===== config.mk =====
export PLATFORM = sky130hd
export DESIGN_NAME = atm_light_estimator_flat
export DESIGN_NICKNAME = d
export VERILOG_FILES = /design/src/rtl/atm_light_estimator_if.sv /design/src/rtl/atm_light_estimator.sv /design/src/flat_wrapper.sv
export SDC_FILE = /design/constraint.sdc
export NUM_CORES = 1
export LEC_CHECK = 0
export CORE_MARGIN = 5
export CORE_UTILIZATION = 44
export DETAILED_ROUTE_END_ITERATION = 8
export MAX_ROUTING_LAYER = met4
export PLACE_DENSITY = 0.74
export SYNTH_ARGS = -nofsm -noshare
export SYNTH_HDL_FRONTEND = slang
export SYNTH_SLANG_ARGS = --single-unit

===== constraint.sdc =====
create_clock -name ACLK -period 8 [get_ports ACLK]
set_input_delay 2 -clock ACLK [delete_from_list [all_inputs] [get_ports ACLK]]
set_output_delay 2 -clock ACLK [all_outputs]
set_load 0.02 [all_outputs]

===== src/rtl/atm_light_estimator_if.sv =====
// AXI4-Stream pixel channel (RGB in TDATA[23:0]) into the atmospheric light estimator.
`timescale 1ns/1ps

interface atm_light_estimator_if;
  logic [31:0] TDATA;
  logic        TVALID;
  logic        TLAST;
  logic        TREADY;

  modport master (
    output TDATA,
    output TVALID,
    output TLAST,
    input  TREADY
  );

  modport slave (
    input  TDATA,
    input  TVALID,
    input  TLAST,
    output TREADY
  );
endinterface


===== src/rtl/atm_light_estimator.sv =====
// Atmospheric light estimator: over one frame, keeps the RGB of the earliest
// pixel with the largest dark channel min(R,G,B).
// Optional macro ALE_TLAST_CHECK_EN: flags TLAST/frame-length disagreement and
// ends the pass early on a premature TLAST.
`timescale 1ns/1ps

module atm_light_estimator #(
  parameter int unsigned IMG_WIDTH  = 512,
  parameter int unsigned IMG_HEIGHT = 512
) (
  input  logic                        ACLK,
  input  logic                        ARESETn,
  input  logic                        start,
  atm_light_estimator_if.slave        S_AXIS,
  output logic [7:0]                  A_R,
  output logic [7:0]                  A_G,
  output logic [7:0]                  A_B,
  output logic                        done,
  output logic                        busy,
  output logic                        tlast_err
);

  localparam int unsigned FRAME_BEATS = IMG_WIDTH * IMG_HEIGHT;
  localparam int unsigned CNT_W       = (FRAME_BEATS > 1) ? $clog2(FRAME_BEATS) : 1;
  localparam int unsigned PIX_W       = 8;
  localparam logic [CNT_W-1:0] LAST_CNT = CNT_W'(FRAME_BEATS - 1);

  typedef enum logic [1:0] {
    IDLE  = 2'd0,
    ACCUM = 2'd1,
    DRAIN = 2'd2,
    DONE  = 2'd3
  } state_t;

  // Stage-1 payload: one accepted pixel with its dark value and first-beat tag
  typedef struct packed {
    logic [PIX_W-1:0] dark;
    logic [PIX_W-1:0] r;
    logic [PIX_W-1:0] g;
    logic [PIX_W-1:0] b;
    logic             first;
  } stage1_t;

  state_t           state;
  state_t           state_nxt;

  logic             ready_q;
  logic             busy_q;
  logic             done_q;
  logic             ready_d;
  logic             busy_d;
  logic             done_d;

  logic [CNT_W-1:0] pix_cnt;
  logic             first_flag;
  stage1_t          s1;
  logic             s1_valid;
  logic [PIX_W-1:0] max_dark;
  logic [PIX_W-1:0] a_r_q;
  logic [PIX_W-1:0] a_g_q;
  logic [PIX_W-1:0] a_b_q;

  logic             accept;
  logic             arm;
  logic             cnt_at_last;
  logic             end_frame;
  logic [PIX_W-1:0] pix_r;
  logic [PIX_W-1:0] pix_g;
  logic [PIX_W-1:0] pix_b;
  logic [PIX_W-1:0] pix_dark;
  logic             s2_take;

  assign pix_r       = S_AXIS.TDATA[23:16];
  assign pix_g       = S_AXIS.TDATA[15:8];
  assign pix_b       = S_AXIS.TDATA[7:0];

  assign accept      = S_AXIS.TVALID & ready_q;
  assign arm         = start & ((state == IDLE) | (state == DONE));
  assign cnt_at_last = (pix_cnt == LAST_CNT);
  assign s2_take     = s1_valid & (s1.first | (s1.dark > max_dark));

`ifdef ALE_TLAST_CHECK_EN
  logic tlast_err_q;
  logic unused_tdata_hi;

  assign unused_tdata_hi = ^S_AXIS.TDATA[31:24];
  assign end_frame       = accept & (cnt_at_last | S_AXIS.TLAST);
  assign tlast_err       = tlast_err_q;

  // Sticky flag: accepted TLAST must coincide with the last beat of the frame
  always_ff @(posedge ACLK) begin
    if (!ARESETn) begin
      tlast_err_q <= 1'b0;
    end else if (arm) begin
      tlast_err_q <= 1'b0;
    end else if (accept && (S_AXIS.TLAST != cnt_at_last)) begin
      tlast_err_q <= 1'b1;
    end
  end
`else
  logic unused_axis_bits;

  assign unused_axis_bits = ^{S_AXIS.TDATA[31:24], S_AXIS.TLAST};
  assign end_frame        = accept & cnt_at_last;
  assign tlast_err        = 1'b0;
`endif

  // Dark channel of the pixel currently on the bus
  always_comb begin
    pix_dark = pix_r;
    if (pix_g < pix_dark) pix_dark = pix_g;
    if (pix_b < pix_dark) pix_dark = pix_b;
  end

  // FSM state register
  always_ff @(posedge ACLK) begin
    if (!ARESETn) begin
      state <= IDLE;
    end else begin
      state <= state_nxt;
    end
  end

  // FSM next-state logic; start is only honoured from IDLE or DONE
  always_comb begin
    state_nxt = state;
    case (state)
      IDLE:    if (start) state_nxt = ACCUM;
      ACCUM:   if (end_frame) state_nxt = DRAIN;
      DRAIN:   state_nxt = DONE;
      DONE:    if (start) state_nxt = ACCUM;
      default: state_nxt = IDLE;
    endcase
  end

  // FSM outputs, decoded from the next state so the registers track the state
  always_comb begin
    ready_d = 1'b0;
    busy_d  = 1'b0;
    done_d  = 1'b0;
    case (state_nxt)
      ACCUM: begin
        ready_d = 1'b1;
        busy_d  = 1'b1;
      end
      DRAIN:   busy_d = 1'b1;
      DONE:    done_d = 1'b1;
      default: ;
    endcase
  end

  // Registered handshake and status outputs
  always_ff @(posedge ACLK) begin
    if (!ARESETn) begin
      ready_q <= 1'b0;
      busy_q  <= 1'b0;
      done_q  <= 1'b0;
    end else begin
      ready_q <= ready_d;
      busy_q  <= busy_d;
      done_q  <= done_d;
    end
  end

  // Beat counter and first-beat marker, rearmed on every accepted start
  always_ff @(posedge ACLK) begin
    if (!ARESETn) begin
      pix_cnt    <= '0;
      first_flag <= 1'b0;
    end else if (arm) begin
      pix_cnt    <= '0;
      first_flag <= 1'b1;
    end else if (accept) begin
      pix_cnt    <= pix_cnt + CNT_W'(1);
      first_flag <= 1'b0;
    end
  end

  // Stage 1: capture the accepted pixel and its dark value
  always_ff @(posedge ACLK) begin
    if (!ARESETn) begin
      s1_valid <= 1'b0;
      s1       <= '0;
    end else begin
      s1_valid <= accept;
      if (accept) begin
        s1.dark  <= pix_dark;
        s1.r     <= pix_r;
        s1.g     <= pix_g;
        s1.b     <= pix_b;
        s1.first <= first_flag;
      end
    end
  end

  // Stage 2: keep the earliest pixel whose dark value is strictly the largest
  always_ff @(posedge ACLK) begin
    if (!ARESETn) begin
      max_dark <= '0;
      a_r_q    <= '0;
      a_g_q    <= '0;
      a_b_q    <= '0;
    end else if (s2_take) begin
      max_dark <= s1.dark;
      a_r_q    <= s1.r;
      a_g_q    <= s1.g;
      a_b_q    <= s1.b;
    end
  end

  assign S_AXIS.TREADY = ready_q;
  assign busy          = busy_q;
  assign done          = done_q;
  assign A_R           = a_r_q;
  assign A_G           = a_g_q;
  assign A_B           = a_b_q;

endmodule

===== src/flat_wrapper.sv =====
// flat-port wrapper written by rule: the top's interface ports become plain ports
module atm_light_estimator_flat 
#(
  parameter int unsigned IMG_WIDTH  = 512,
  parameter int unsigned IMG_HEIGHT = 512
)
  (ACLK, ARESETn, start, A_R, A_G, A_B, done, busy, tlast_err, S_AXIS_TDATA, S_AXIS_TVALID, S_AXIS_TLAST, S_AXIS_TREADY);
  atm_light_estimator_if S_AXIS_i ();
  input  logic ACLK;
  input  logic ARESETn;
  input  logic start;
  output logic [7:0] A_R;
  output logic [7:0] A_G;
  output logic [7:0] A_B;
  output logic done;
  output logic busy;
  output logic tlast_err;
  input wire logic [$bits(S_AXIS_i.TDATA)-1:0] S_AXIS_TDATA;
  input wire logic [$bits(S_AXIS_i.TVALID)-1:0] S_AXIS_TVALID;
  input wire logic [$bits(S_AXIS_i.TLAST)-1:0] S_AXIS_TLAST;
  output wire logic [$bits(S_AXIS_i.TREADY)-1:0] S_AXIS_TREADY;
  assign S_AXIS_i.TDATA = S_AXIS_TDATA;
  assign S_AXIS_i.TVALID = S_AXIS_TVALID;
  assign S_AXIS_i.TLAST = S_AXIS_TLAST;
  assign S_AXIS_TREADY = S_AXIS_i.TREADY;
  atm_light_estimator #(.IMG_WIDTH(IMG_WIDTH), .IMG_HEIGHT(IMG_HEIGHT)) u_core (.ACLK(ACLK), .ARESETn(ARESETn), .start(start), .S_AXIS(S_AXIS_i), .A_R(A_R), .A_G(A_G), .A_B(A_B), .done(done), .busy(busy), .tlast_err(tlast_err));
endmodule

# After elaboration in Yosys (flattened, before gate mapping)

Index checks and enable logic that the tools add are counted.

Equal/unequal tests: 7
$add $sub $neg: 1
Reductions and logical operators: 5
Bitwise gates (word level): 7
Multiplexer cells: 10
Magnitude comparators: 3

Operator list:

| kind                  | number |
|---|---|
| $add 18x1->18 const B | 1 |
| $eq 18x18->1 const B  | 1 |
| $lt 8x8->1            | 2 |
| $mux 8                | 2 |
| $eq 2x2->1 const B    | 4 |
| $gt 8x8->1            | 1 |
| $pmux 2 s3            | 1 |
| $reduce_or 2->1       | 3 |
| $mux 1                | 5 |
| $and 1x1->1           | 4 |
| $eq 2x1->1 const B    | 2 |
| $mux 2                | 2 |
| $logic_not 2->1       | 1 |
| $or 1x1->1            | 2 |
| $reduce_bool 2->1     | 1 |
| $not 1->1             | 1 |

Output and inout bits: 28
Flip-flop bits (word level): 90
Input port bits: 37
Logic and storage cells: 49

# Depth between registers and ports, before layout

Gate-level depths: netlist (run 1).

Word-level depth: 7
Depth in mapped cells: 15
Gate-level depth less buffers: 14

# Least setup slack after synthesis (run 1)

OpenSTA, ideal clock, no wires.

Path type: input -> register
Start: input S_AXIS_TDATA[18]
End: register u_core.s1[26] (netlist name)
Path buffers: 1
Library setup time: 0.106 ns
Required time: 7.894 ns
Path slack: 3.067 ns
Stages on the path: 14
Arrival: 4.827 ns
Cell sequence: inv_1 ha_1 a211oi_1 o21ai_0 a21oi_1 buf_2 nor2_1 a21oi_1 ha_1 a21o_1 a221o_1 a21o_1 or3_1 o311ai_0

Longest elaborated chain between the ends: 4

Ends and longest elaborated chain:

| element            | RTL line                   | RTL |
|---|---|---|
| start: declaration | flat_wrapper.sv:18         | `input wire logic [$bits(S_AXIS_i.TDATA)-1:0] S_AXIS_TDATA;` |
| $lt 8x8->1         | atm_light_estimator.sv:111 | `if (pix_g < pix_dark) pix_dark = pix_g;` |
| $mux 8 (*)         | atm_light_estimator.sv:111 |  |
| $lt 8x8->1         | atm_light_estimator.sv:112 | `if (pix_b < pix_dark) pix_dark = pix_b;` |
| $mux 8 (*)         | atm_light_estimator.sv:112 |  |
| end: declaration   | atm_light_estimator.sv:56  | `stage1_t s1;` |

Mark *: on every way between the ends. The rest lies on a longest branch, timed or not.
A chain may end at the register's enable or synchronous reset.

# Worst setup path after layout (run 1)

Start: input S_AXIS_TDATA[18]
End: register u_core.s1[32] (netlist name)

Same word-level chain as after synthesis.

==> impl_metrics.yaml, run 1 <==
cts:
  cts-htree-levels: 3
  clock_tree_buffer_depth: 2
  cts-resized-gates: 0
  ctsRootBufferMaster: "clkbuf_8"
  cts_tree: "yes"
  tritoncts.num_buffers: 9
  clock_latency_ps: 350
  hold_buffers: 0
  clk_transition_reported_paths_ps: 80
  post-cts-setup-buffers: 0
  tritoncts_num_sinks: 90
critical_path:
  critical_path_class: "input pin to flip-flop"
  cp_slowest_stage_delay_ps: 840
  crit_path_top_delay_cell: "a21oi_1"
  cp_cell_sequence: "clkdlybuf4s50_1, inv_1, ha_1, a211oi_1, o21ai_0, a21oi_1, a21oi_1, ha_1, and3_1, nand3_1, o21bai_1, a211oi_2, nor2_1, o311ai_0"
  timing.critical_path.required_ps: 8230
  r2r_slack_ps: 5520
  crit_path_end_kind: "flip-flop"
  critical_path.startpoint_type: "input pin"
  crit_buf_inv: 2
  cp.arrival_ps: 6170
  crit_fanout: 15
  timing.critical_path.max_delay_family: "compound AO/OA/AOI/OAI gates"
hold_path:
  timing.hold.worst.class: "flip-flop to flip-flop"
global_route:
  grt_first_pass_wirelength_mm: 15.7
  grt_pass1_vias: 3425
  groute.layer.met2.usage: 0.264
  overflow: 0
  largest_net_degree_at_the_start_of_global_routing: 61
  antenna_found_initial: 0
  grt.busiest_layer: "met2"
  grt_met1_usage: 0.213
  grt.met3_usage: 0.0432
  gr-usage-all-layers: 0.170
synth:
  edff_count_synth: 0
  synth-warning-count: 0
  syn_area_sq_um: 4280
  synth_area_per_cell_sq_um: 8.40
  synth.distinct_cells: 43
  synth-seq-area-share: 0.421
  syn-instance-count: 510
  number_of_flip_flops_and_latches_in_the_synthesized_netlist: 90
  ys_dominant_reg_cell: "dfxtp_1"
  ys_async_sr_fraction: 0
  syn-num-nets: 574
final_layout:
  fill_cell_instance_count_of_the_final_layout: 916
  flow.area_growth_from_synthesis_pct: 20.1
  multiInputGateArea_sq_um: 2310
  mostFrequentLayoutCells: "nand2_1, dfxtp_1, clkdlybuf4s50_1"
  insertedDiodeCount: 0
  drive_gt1_frac: 0.0556
  postLayoutCoreUtil: 0.533
  design_area_sq_um: 5140
  ff_latch_area_sq_um: 1800
  num-nets-final: 617
  layout_commonest_cell: "nand2_1"
flow_run:
  max_cap_violations: 0
placement:
  gp_routability_congestion: 0.827
  post_detail_place_hpwl_mm: 6.62
  port-buffer-count: 54
  dpl-instance-area_sq_um: 4920
power_and_ir_drop:
  leakagePower_nw: 1.81
  p_per_cell_area_nw_per_um2: 180
  worst_ir_drop_vdd_uv: 133
  total_power_w: 0.000927
timing:
  clock.fmax_mhz: 168
  post-route-min-period_ps: 5940
  drv_slew: 0
  grt_setup_unrepaired: "no"
  totalNegativeSetupSlack_ps: 0
  period_share: 0.742
  slew-limit-headroom: 0.327
  final_setup_fails: 0
  worstMarginPinSlew_ps: 1010
  hold_viol_final: 0
  fin_worst_skew_ps: 11.6
routing:
  drt_pass1_iterations: 4
  detail-route-antenna-nets: 0
  drt-initial-drc-count: 206
  total_via_count_after_detailed_routing: 3524
  post_detailed_route_wirelength_per_cell_um: 13.3
  detail_route.drc_violations: 0
  route.final.wire_length_mm: 9.21
  vias_per_cell: 5.10
die:
  dieWidth_um: 109
  full_die_area_sq_um: 11800
  effective_utilization_at_floorplan: 0.444
  fp.dieH_um: 109
  core-area_sq_um: 9640
  core.rowCount: 36
  num_io_pins: 65
outcome:
  run_status: "finished clean"
## synthesized netlist by cell type, types with 9 or more instances
cell      instances  area (sq um)
nand2_1         135           507
dfxtp_1          90          1800
mux2i_1          32           320
ha_1             27           338
a21boi_0         26           195
a21oi_1          22           110
inv_1            22          82.6
nor2_1           22          82.6
clkbuf_1         19          71.3
nand3_1          18          90.1
or3_1            13          81.3
o21ai_0          12          60.1
xor2_1            9          78.8
## path summary, 6_finish.rpt
| check | endpoint | cells past startpoint | start |
|---|---|---|---|
| setup reg to reg | u_core.A_G[4]$_SDFFE_PN0P_ | 9 | u_core.max_dark[1]$_SDFFE_PN0P_ |
| setup / recovery | u_core.s1[32]$_SDFFE_PN0P_ | 14 | S_AXIS_TDATA[18] |
| hold / removal | u_core.A_R[0]$_SDFFE_PN0P_ | 2 | u_core.A_R[0]$_SDFFE_PN0P_ |
| hold reg to reg | u_core.A_R[0]$_SDFFE_PN0P_ | 2 | u_core.A_R[0]$_SDFFE_PN0P_ |
## flip-flops by register name (all words and copies together), names as in the netlist
| register | flops |
|---|---|
| u_core.done | 1 |
| u_core.pix_cnt | 18 |
| u_core.state | 2 |
| u_core.s1 | 33 |
| u_core.S_AXIS.TREADY | 1 |
| u_core.A_G | 8 |
| u_core.max_dark | 8 |
| u_core.A_B | 8 |
| u_core.first_flag | 1 |
| u_core.s1_valid | 1 |
| u_core.A_R | 8 |
| u_core.busy | 1 |
## tightest hold or removal path: cells and delay by family (launching register included)
family,cells,cell delay [ps]
DFF,1,310
and+or+nand+nor,1,50
muxes,1,50
## cell families after synthesis
| group | share of synthesized area |
|---|---|
| fa+ha+maj | 0.0789 |
| mux | 0.0774 |
| xor+xnor | 0.0205 |
| other cells | 0.000876 |
| simple gates | 0.221 |
| compound gates | 0.136 |
| buf+inv | 0.0441 |
| flops | 0.421 |
## report_power, final
group / switching, W / internal, W / leakage (nW)
registers: 0.00000689 / 0.000460 / 0.728
logic: 0.0000717 / 0.0000505 / 0.972
clock network: 0.000161 / 0.000177 / 0.110
total: 0.000240 / 0.000687 / 1.81
## final cells by class
| class | instances | share of cell area |
|---|---|---|
| inverters | 22 | 0.0161 |
| clock buffers | 10 | 0.0248 |
| multi-input cells | 372 | 0.449 |
| flip-flops and latches | 90 | 0.350 |
| well taps | 133 | 0.0324 |
| clock inverters | 6 | 0.0178 |
| repair buffers | 58 | 0.110 |
## through the flow
step                worst slack [ps]  std cells  hold slack [ps]
CTS                             2120        691              461
floorplan                       3070        510              435
global placement                1950        675              441
finish                          2060        691              457
detailed placement              1760        675              445
global route                    1710        691              472
## per-layer routing
layer	share of wire	wire length (um)	vias up
met1	0.46	4240	1617
met3	0.048	438	15
li1	-	-	1812
met2	0.47	4340	80
met4	0.021	191	0
met5	0	0	-
No activity file was read; power rests on OpenSTA's default activity.
==> run 2, diff against run 1 <==
--- a/config.mk
+++ b/config.mk
@@ -9,7 +9,7 @@
 export CORE_UTILIZATION = 44
 export DETAILED_ROUTE_END_ITERATION = 8
 export MAX_ROUTING_LAYER = met4
-export PLACE_DENSITY = 0.74
+export PLACE_DENSITY = 0.77
 export SYNTH_ARGS = -nofsm -noshare
 export SYNTH_HDL_FRONTEND = slang
 export SYNTH_SLANG_ARGS = --single-unit
==> constraint.sdc (replaced) <==
create_clock -name ACLK -period 5.2 [get_ports ACLK]
set_input_delay 1.3 -clock ACLK [delete_from_list [all_inputs] [get_ports ACLK]]
set_output_delay 1.3 -clock ACLK [all_outputs]
set_load 0.02 [all_outputs]
==> impl_metrics.yaml, run 2 (synthesis results as in run 1) <==
outcome:
  run_status: "finished clean"
timing:
  fin_worst_skew_ps: 7.38
  totalNegativeSetupSlack_ps: 0
  period_share: 0.904
  post-route-min-period_ps: 4700
  hold_viol_final: 0
  grt_setup_unrepaired: "no"
  worst_hold_slack_ps: 457
  drv_slew: 0
  worstMarginPinSlew_ps: 618
  final_setup_fails: 0
  final.setup.worst_slack_ps: 500
  slew-limit-headroom: 0.583
  clock.fmax_mhz: 213
cts:
  cts-htree-levels: 3
  tritoncts.num_buffers: 9
  cts_tree: "yes"
  cts-resized-gates: 0
  hold_buffers: 0
  ctsRootBufferMaster: "clkbuf_8"
  tritoncts_num_sinks: 90
  clock_tree_buffer_depth: 2
  clock_latency_ps: 350
  post-cts-setup-buffers: 0
  clk_transition_reported_paths_ps: 90
final_layout:
  biggestRegsByFlops: "u_core.s1 x33, u_core.pix_cnt x18"
  drive_gt1_frac: 0.0589
  num-nets-final: 619
  largest_reg_flops: 33
  design_area_sq_um: 5140
  layout_commonest_cell: "nand2_1"
  largest-register: "u_core.s1"
  mostFrequentLayoutCells: "nand2_1, dfxtp_1, clkdlybuf4s50_1"
  flow.area_growth_from_synthesis_pct: 20.1
die:
  core.rowCount: 36
  dieWidth_um: 109
  core-area_sq_um: 9640
  fp.dieH_um: 109
  effective_utilization_at_floorplan: 0.444
  full_die_area_sq_um: 11800
  num_io_pins: 65
global_route:
  grt_first_pass_wirelength_mm: 16.0
  gr-usage-all-layers: 0.174
  largest_net_degree_at_the_start_of_global_routing: 74
  overflow: 0
  antenna_found_initial: 1
  grt_pass1_vias: 3446
power_and_ir_drop:
  p_per_cell_area_nw_per_um2: 272
  worst_ir_drop_vdd_uv: 156
  total_power_w: 0.00140
  leakagePower_nw: 1.81
placement:
  port-buffer-count: 54
  detailedPlace.worstSlack_ps: 200
  dpl-instance-area_sq_um: 4940
  gp_routability_congestion: 0.843
  post_detail_place_hpwl_mm: 6.73
critical_path:
  crit_path_end_kind: "flip-flop"
  crit_path_top_delay_cell: "clkdlybuf4s50_1"
  crit_buf_inv: 3
  critical_path_class: "input pin to flip-flop"
  r2r_slack_ps: 2840
  cp_slowest_stage_delay_ps: 500
  cp_cell_sequence: "clkdlybuf4s50_1, inv_1, ha_1, a211oi_1, o21ai_0, a21oi_1, buf_4, nor2_1, a21oi_1, ha_1, and3_1, nand3_1, o21bai_1, a211oi_2, nor2_1, o311ai_0"
  cp.arrival_ps: 4930
  crit_fanout: 8
  timing.critical_path.required_ps: 5430
  timing.critical_path.max_delay_family: "compound AO/OA/AOI/OAI gates"
  critical_path.startpoint_type: "input pin"
routing:
  vias_per_cell: 5.18
  drt-initial-drc-count: 136
  post_detailed_route_wirelength_per_cell_um: 13.5
  total_via_count_after_detailed_routing: 3597
  detail-route-antenna-nets: 0
  route.final.wire_length_mm: 9.37
  detail_route.drc_violations: 0
  drt_pass1_iterations: 4
flow_run:
  max_cap_violations: 0
hold_path:
  timing.hold.worst.class: "flip-flop to flip-flop"
## run 2: cell count changes in the layout (fill, tap and decap cells not counted), sizes merged
| cell | before | now |
|---|---|---|
| buf | 5 | 7 |
| clkinv | 4 | 1 |
| diode | 0 | 1 |
| bufinv | 2 | 1 |
| clkbuf | 10 | 11 |
| clkinvlp | 0 | 2 |
| inv | 22 | 23 |
## run 2: worst register-to-register path, delay by kind of cell (launching register included)
| family | cells | cell delay (ps) |
|---|---|---|
| fa+ha+maj | 1 | 290 |
| simple gates | 4 | 1070 |
| flops | 1 | 360 |
| buf+inv | 1 | 370 |
| compound gates | 1 | 170 |
## run 2: per-layer routing
metal,GRT usage,share of wire,up-vias
met5,-,0,-
li1,-,-,1822
met4,0.0541,0.022,0
met1,0.213,0.46,1683
met3,0.0444,0.043,16
met2,0.282,0.48,76
## run 2: worst paths after layout
kind | startpoint | end | cells past startpoint
worst min-delay path | u_core.A_R[5]$_SDFFE_PN0P_ | u_core.A_R[5]$_SDFFE_PN0P_ | 2
worst min register to register | u_core.A_R[5]$_SDFFE_PN0P_ | u_core.A_R[5]$_SDFFE_PN0P_ | 2
worst max register to register | u_core.S_AXIS.TREADY$_SDFF_PN0_ | u_core.busy$_SDFF_PN0_ | 7
worst max-delay path | S_AXIS_TDATA[18] | u_core.s1[31]$_SDFFE_PN0P_ | 16
## run 2: where the power goes
part | leakage, nW | internal [W] | switching [W]
clock | 0.0962 | 0.000238 | 0.000250
sequential | 0.728 | 0.000707 | 0.0000109
combinational | 0.981 | 0.0000801 | 0.000111
## run 2: stage by stage
stage | util | instances
2_1_floorplan | - | 510
3_3_place_gp | 0.512 | 677
3_5_place_dp | 0.512 | 677
4_1_cts | 0.533 | 693
5_1_grt | 0.534 | 694
6_report | 0.534 | 694
## run 2: area by class of cell
| type | instances | area [sq um] |
|---|---|---|
| Fill cell | 925 | 4490 |
| Multi-Input combinational cell | 372 | 2310 |
| Sequential cell | 90 | 1800 |
| Timing Repair Buffer | 60 | 581 |
| Tap cell | 133 | 166 |
| Clock buffer | 11 | 141 |
| Inverter | 22 | 82.6 |
| Clock inverter | 5 | 62.6 |
| Antenna cell | 1 | 2.50 |
==> run 3, diff against run 2 <==
--- a/config.mk
+++ b/config.mk
@@ -5,11 +5,12 @@
 export SDC_FILE = /design/constraint.sdc
 export NUM_CORES = 1
 export LEC_CHECK = 0
+export CELL_PAD_IN_SITES_DETAIL_PLACEMENT = 0
+export CELL_PAD_IN_SITES_GLOBAL_PLACEMENT = 2
 export CORE_MARGIN = 5
-export CORE_UTILIZATION = 44
+export CORE_UTILIZATION = 29
 export DETAILED_ROUTE_END_ITERATION = 8
-export MAX_ROUTING_LAYER = met4
-export PLACE_DENSITY = 0.77
+export PLACE_DENSITY = 0.83
 export SYNTH_ARGS = -nofsm -noshare
 export SYNTH_HDL_FRONTEND = slang
 export SYNTH_SLANG_ARGS = --single-unit
==> impl_metrics.yaml, run 3 (synthesis results as in run 1) <==
timing:
  period_share: 0.900
  drv_slew: 0
  hold_viol_final: 0
  worstMarginPinSlew_ps: 699
  slew-limit-headroom: 0.534
  post-route-min-period_ps: 4680
  final.setup.worst_slack_ps: 519
  final_setup_fails: 0
  fin_worst_skew_ps: 8.65
  clock.fmax_mhz: 214
  totalNegativeSetupSlack_ps: 0
  grt_setup_unrepaired: "no"
  worst_hold_slack_ps: 458
routing:
  detail_route.drc_violations: 0
  drt-initial-drc-count: 152
  route.final.wire_length_mm: 10.4
  drt_pass1_iterations: 4
  post_detailed_route_wirelength_per_cell_um: 14.0
  detail-route-antenna-nets: 0
  vias_per_cell: 4.84
  total_via_count_after_detailed_routing: 3621
cts:
  tritoncts.num_buffers: 9
  tritoncts_num_sinks: 90
  post-cts-setup-buffers: 0
  ctsRootBufferMaster: "clkbuf_16"
  clk_transition_reported_paths_ps: 70
  clock_tree_buffer_depth: 2
  cts_tree: "yes"
  cts-htree-levels: 3
  hold_buffers: 0
  clock_latency_ps: 350
  cts-resized-gates: 0
final_layout:
  insertedDiodeCount: 0
  flow.area_growth_from_synthesis_pct: 24.2
  mostFrequentLayoutCells: "nand2_1, dfxtp_1, clkdlybuf4s50_1"
  finalNonFillerCells: 748
  num-nets-final: 623
  drive_gt1_frac: 0.0674
  largest_reg_flops: 33
  layout_commonest_cell: "nand2_1"
  biggestRegsByFlops: "u_core.s1 x33, u_core.pix_cnt x18"
  largest-register: "u_core.s1"
placement:
  gp_routability_congestion: 0.815
  placed_cells_incl_taps: 732
  detailedPlace.worstSlack_ps: 155
  port-buffer-count: 54
  post_detail_place_hpwl_mm: 7.47
power_and_ir_drop:
  leakagePower_nw: 1.86
  p_per_cell_area_nw_per_um2: 291
  worst_ir_drop_vdd_uv: 143
  total_power_w: 0.00155
die:
  effective_utilization_at_floorplan: 0.295
  num_io_pins: 65
  core-area_sq_um: 14500
  dieWidth_um: 132
  full_die_area_sq_um: 17300
  core.rowCount: 44
  fp.dieH_um: 132
critical_path:
  crit_path_top_delay_cell: "clkdlybuf4s50_1"
  cp_slowest_stage_delay_ps: 490
  crit_fanout: 9
  cp.arrival_ps: 4900
  timing.critical_path.required_ps: 5420
  cp_cell_sequence: "clkdlybuf4s50_1, inv_1, ha_1, a211oi_1, o21ai_0, a21oi_1, buf_4, nor2_1, a21oi_1, ha_1, a21o_1, a221o_1, a21o_1, or3_1, o311ai_0"
  crit_path_end_kind: "flip-flop"
  crit_buf_inv: 3
  critical_path.startpoint_type: "input pin"
  timing.critical_path.max_delay_family: "compound AO/OA/AOI/OAI gates"
  critical_path_class: "input pin to flip-flop"
global_route:
  gr-usage-all-layers: 0.121
  overflow: 0
  largest_net_degree_at_the_start_of_global_routing: 45
  grt_pass1_vias: 3523
  antenna_found_initial: 0
  grt_first_pass_wirelength_mm: 17.2
outcome:
  run_status: "finished clean"
flow_run:
  max_cap_violations: 0
hold_path:
  timing.hold.worst.class: "flip-flop to flip-flop"
run 3: changes by cell type in the layout (fill, tap and decap cells not counted):
cell / change
diode_2: -1
buf_4: +4
inv_8: +1
clkbuf_1: -1
clkbuf_8: -10
inv_6: +2
bufinv_16: -1
clkbuf_16: +9
run 3: where the power goes:
part           switching, W  internal, W  leakage [nW]
logic              0.000115    0.0000829          1.00
registers         0.0000117     0.000707         0.728
clock network      0.000295     0.000333         0.135
total              0.000422      0.00112          1.86
run 3: through the flow:
stage / util / instance area, sq um
4_1_cts: 0.366 / 5320
3_5_place_dp: 0.346 / 5030
2_1_floorplan: - / 4280
3_3_place_gp: 0.346 / 5030
6_report: 0.366 / 5320
5_1_grt: 0.366 / 5320
run 3: per-layer routing:
layer	vias to the layer above	track usage	part of all wire
li1	1834	-	-
met1	1696	0.148	0.47
met2	76	0.206	0.48
met3	15	0.0260	0.037
met4	0	0.0486	0.020
met5	-	0	0
run 3: worst paths after layout:
kind | to | from | cells after the start | slack, ps
setup / recovery | u_core.s1[27]$_SDFFE_PN0P_ | S_AXIS_TDATA[18] | 15 | 520
hold reg to reg | u_core.A_G[3]$_SDFFE_PN0P_ | u_core.A_G[3]$_SDFFE_PN0P_ | 2 | 460
setup reg to reg | u_core.A_B[6]$_SDFFE_PN0P_ | u_core.max_dark[6]$_SDFFE_PN0P_ | 9 | 2660
hold / removal | u_core.A_G[3]$_SDFFE_PN0P_ | u_core.A_G[3]$_SDFFE_PN0P_ | 2 | 460
run 3: layout make-up:
class                           instances  area [sq um]
Sequential cell                        90          1800
Timing Repair Buffer                   64           611
Inverter                               22          82.6
Multi-Input combinational cell        372          2310
Tap cell                              184           230
Clock inverter                          7          61.3
Clock buffer                            9           225
Fill cell                            1541          9220
run 3: worst min-delay path: cells and delay by family, from the launching register on:
kind	cells	cell delay, ps
simple gates	1	50
flops	1	310
mux	1	50
